**src/rtl/seg_scan_ctrl.sv**
```systemverilog
// Time-multiplexed 7-segment scan controller: double-buffered BCD value,
// round-robin digit slots that each open with a blanking interval.
module seg_scan_ctrl #(
  parameter int DIGITS = 4,
  parameter int DIV    = 1000,
  parameter int BLANK  = 16
) (
  input  logic                clk,
  input  logic                rst,
  input  logic                load,
  input  logic [4*DIGITS-1:0] value,
  input  logic                blank_lz,
  output logic [3:0]          number,
  output logic [DIGITS-1:0]   an,
  output logic                pending,
  output logic                frame_done
);

  localparam int CW = (DIV > 1) ? $clog2(DIV) : 1;
  localparam int IW = (DIGITS > 1) ? $clog2(DIGITS) : 1;

  typedef enum logic {ST_BLANK, ST_SHOW} state_t;

  state_t              state, state_next;
  logic [CW-1:0]       cnt, cnt_next;
  logic [IW-1:0]       idx, idx_next;
  logic [4*DIGITS-1:0] shadow, active;
  logic                blz_q;
  logic                slot_end, frame_end;
  logic [3:0]          nib;
  logic                valid, suppress, zero_run;

  always_comb begin
    slot_end   = (cnt == CW'(DIV - 1));
    frame_end  = slot_end && (idx == IW'(DIGITS - 1));
    cnt_next   = slot_end ? '0 : cnt + 1'b1;
    idx_next   = idx;
    if (slot_end) begin
      idx_next = (idx == IW'(DIGITS - 1)) ? '0 : idx + 1'b1;
    end
    state_next = state;
    case (state)
      ST_BLANK: if (!slot_end && cnt_next == CW'(BLANK)) state_next = ST_SHOW;
      ST_SHOW:  if (slot_end) state_next = ST_BLANK;
      default:  state_next = ST_BLANK;
    endcase
  end

  always_ff @(posedge clk or posedge rst) begin
    if (rst) begin
      state <= ST_BLANK;
      cnt   <= '0;
      idx   <= '0;
    end else begin
      state <= state_next;
      cnt   <= cnt_next;
      idx   <= idx_next;
    end
  end

  // A load landing exactly on the frame end bypasses the shadow so it is not
  // left pending for a whole extra frame.
  always_ff @(posedge clk or posedge rst) begin
    if (rst) begin
      shadow  <= '0;
      active  <= '0;
      pending <= 1'b0;
      blz_q   <= 1'b0;
    end else begin
      blz_q <= blank_lz;
      if (load) begin
        shadow <= value;
      end
      if (load && frame_end) begin
        active  <= value;
        pending <= 1'b0;
      end else if (load) begin
        pending <= 1'b1;
      end else if (frame_end && pending) begin
        active  <= shadow;
        pending <= 1'b0;
      end
    end
  end

  // number is driven through BLANK too, so the decoder has settled before the
  // anode turns on; blank_lz is registered to keep inputs off the output paths.
  always_comb begin
    nib      = active[4*idx +: 4];
    valid    = (nib <= 4'd9);
    zero_run = 1'b1;
    suppress = 1'b0;
    for (int k = DIGITS - 1; k >= 1; k--) begin
      zero_run = zero_run && (active[4*k +: 4] == 4'd0);
      if (zero_run && idx == IW'(k)) suppress = blz_q;
    end
    number = valid ? nib : 4'd0;
    an     = '1;
    if (state == ST_SHOW && valid && !suppress) an[idx] = 1'b0;
    frame_done = frame_end;
  end

endmodule

```
**config.mk**
```make
export PLATFORM = sky130hd
export DESIGN_NAME = seg_scan_ctrl
export DESIGN_NICKNAME = d
export VERILOG_FILES = /design/src/rtl/seg_scan_ctrl.sv
export SDC_FILE = /design/constraint.sdc
export NUM_CORES = 1
export LEC_CHECK = 0
export CAP_MARGIN = 10
export CORE_UTILIZATION = 55
export CTS_CLUSTER_SIZE = 30
export DETAILED_ROUTE_END_ITERATION = 8
export PLACE_DENSITY_LB_ADDON = 0.08
export SETUP_SLACK_MARGIN = 0.15
export SLEW_MARGIN = 20
export SYNTH_ARGS = -nofsm -noshare
export SYNTH_HDL_FRONTEND = slang
export SYNTH_SLANG_ARGS = --single-unit
```
**constraint.sdc**
```tcl
create_clock -name clk -period 2.45 [get_ports clk]
set_input_delay 0.49 -clock clk [delete_from_list [all_inputs] [get_ports clk]]
set_output_delay 0.49 -clock clk [all_outputs]
set_load 0.01 [all_outputs]
```
==> metrics.md <==
| Metric | Value |
|---|---|
| Cell family with most CP delay | `multiplexers` |
| Post-Synth Simple-Gate Area | `13.08%` |
| Worst Skew | `4.923 ps` |
| Layout cell share with drive strength beyond 1 | `28.74%` |
| Final worst path period share | `98.16%` |
| Antenna-violating nets left | `0` |
| Initial core utilization | `58.80%` |
| Remaining DRCs | `0` |
| VDD IR-drop max | `0.3301 mV` |
| Status | `finished clean` |
| Number of antenna violations at the first check in global routing | `0` |
| Num rows | `23` |
| Die height | `68.33 um` |
| Global Route Usage Sum | `24.52%` |
| CORE AREA | `4115 um^2` |
| Max H-tree Level | `2` |
| Compound-Gate Fraction of Synth Area | `9.514%` |
| Main combinational cell family by area after synthesis | `multiplexers` |
| CP max-delay cell | `mux4_2` |
| Mapped Area | `2420 um^2` |
| Post-Syn Nets | `237` |
| Class of the worst hold path | `reg2reg` |
| DR iter-0 viols | `84` |
| Yosys reg bits | `47` |
| Nature of the critical path startpoint | `register` |
| Hold Vio Cnt, Final | `0` |
| Synth Flop Type | `dfrtp_1` |
| Clk Latency, worst-skew pair | `300 ps` |
| Mapped Cells | `211` |
| Finished Layout Cells | `304` |
| WHS | `497.8 ps` |
| Grt total ovfl | `0` |
| Critical Path Sink Type | `output pin` |
| Register area share after synthesis | `48.60%` |
| Layout area overhead | `22.29%` |
| Vias | `1747` |
| Chip Width | `68.33 um` |
| CTS buffer count | `5` |
| Top cells by area, synth | `dfrtp_1 (49%), mux2_2 (12%), mux4_2 (3.7%), nand2b_1 (3.6%), mux2i_1 (3.3%)` |
| Top-count cell post-synth | `dfrtp_1` |
| Dpl cells | `291` |
| Adder-Cell Fraction of Synth Area | `3.102%` |
| Post-Synth XOR/XNOR Area | `2.896%` |
| Crit-path max FO | `4` |
| DR WL/cell | `16.74 um` |
| Largest stage delay on the critical path | `560 ps` |
| Reg clk slew, reported paths | `90 ps` |
| Longest Clk Path Bufs | `2` |
| Largest net degree at the start of global routing | `30` |
| Max frequency | `0.4158 GHz` |
| First-pass DRT Iterations | `4` |
| Setup Viol. Count Final | `0` |
| PwrDens | `505.6 nW/um^2` |
| Setup CP Type | `reg2out` |
| Worst-path cell chain | `mux4_2, nor2_4, o21a_4, buf_6, o211ai_1, buf_2` |
| Io pins | `30` |
| Arrival time worst endpoint | `1910 ps` |
| Mux share of post-synthesis cell area | `18.67%` |
| Post-synth top area share | `48.60%` |
| Ys async rst share | `100.0%` |
| Fin nets | `279` |
| Leak pwr | `1.354 nW` |
| Die Area | `4669 um^2` |
| Avg Cell Area, Syn | `11.47 um^2` |
| Distinct cells, synth | `38` |
| Root buf cell | `clkbuf_8` |
| CTS sink cnt | `47` |
| Yosys warnings | `0` |
| Vias in the first global route | `1726` |
| Post-synth top cells | `dfrtp_1 (47), mux2_2 (25), nand2b_1 (14)` |
| Actual slew at the worst max-slew pin | `698.5 ps` |
| Number of I/O port buffers | `29` |
| GPL Wtd Cong | `0.8496` |
| Post-layout util | `71.91%` |
| Hpwl dp | `3721 um` |
| Via density | `5.747` |
| Pins over their slew limit | `0` |
| RSZ-0062 raised after global routing | `true` |
| Max-Cap Viols | `0` |
| Synth area leader | `dfrtp_1` |
| Post-Route WL | `5090 um` |
| Critical Path RT | `1960 ps` |
| Buffer and inverter count on the worst path | `2` |
| Hold buffer count at CTS | `0` |
| Min Tclk post-route | `2405 ps` |
| ANT cells | `0` |
| Max_slew headroom | `53.14%` |
| Post-synth EDFFs | `0` |
| CTS tree | `done` |
| Global-route wire length before repair | `8211 um` |
layer usage:
layer	up-vias	global-route usage, %	wire, um
li1	834	-	-
met1	853	31.26	2257
met2	52	40.32	2508
met3	8	7.167	258
met4	0	6.771	65
met5	-	0	0
state kept, by name, summed over array words and instances, names as in the netlist:
register / cells
active: 16
cnt: 10
blz_q: 1
pending: 1
state: 1
shadow: 16
idx: 2
placed cells by master, fill, tap and decap left out, drive strengths merged, types with 6 or more instances in the layout:
master	Yosys	routed
dfrtp	47	47
mux2	25	25
buf	9	25
clkdlybuf4s50	0	20
nand2b	14	14
nor2	13	13
inv	12	11
a21oi	9	9
mux2i	8	8
nand2	7	7
o22ai	7	7
clkbuf	3	7
ha	6	6
final cells by class:
type | count | area [um^2]
clock buffers | 6 | 72.57
clock inverters | 2 | 12.51
fillers | 287 | 1156
inverters | 12 | 45.04
multi-input cells | 140 | 1185
flip-flops and latches | 47 | 1177
well taps | 50 | 62.56
repair buffers | 47 | 404.1
report_power, final:
| group | internal, mW | total [mW] | switching [mW] |
|---|---|---|---|
| registers | 0.819 | 0.846 | 0.0272 |
| clock network | 0.200 | 0.457 | 0.257 |
| logic | 0.113 | 0.194 | 0.0806 |
| total | 1.13 | 1.50 | 0.365 |
logic make-up after synthesis:
kind of cell / count (synthesis)
adders and majority gates: 6
DFF: 47
muxes: 37
buffers and inverters: 24
xor gates and xnor gates: 8
AOI/OAI and AO/OA: 35
and+or+nand+nor: 54
worst paths after layout:
kind                                         from                endpoint  slack, ps  cells after the start
max in group asynchronous                     rst      idx[0]$_DFFE_PP0N_       1390                      3
min                        shadow[15]$_DFFE_PP0P_  shadow[15]$_DFFE_PP0P_        500                      1
max reg2reg                      cnt[0]$_DFF_PP0_   active[6]$_DFFE_PP0P_        500                      6
min in group asynchronous                     rst      idx[1]$_DFFE_PP0N_        530                      2
min reg2reg                shadow[15]$_DFFE_PP0P_  shadow[15]$_DFFE_PP0P_        500                      1
max                            idx[0]$_DFFE_PP0N_                   an[2]         50                      6
stage by stage:
stage	TNS (ps)	total power [mW]	instance area, um^2	setup WS, ps
2_1_floorplan	0	0.9493	2420	434.9
3_3_place_gp	0	1.033	2828	26.05
3_5_place_dp	-264.9	1.043	2828	-71.76
4_1_cts	-7.695	1.499	2929	-7.695
5_1_grt	-169.6	1.572	2959	-57.18
6_report	0	1.496	2959	45.05
repair_timing:
item | CTS | global route
resized for setup | 36 | 8
setup buffers | 5 | 0
pin swaps | 3 | 3
setup endpoints to repair | 9 | 8
(Power assumes the default switching activity.)
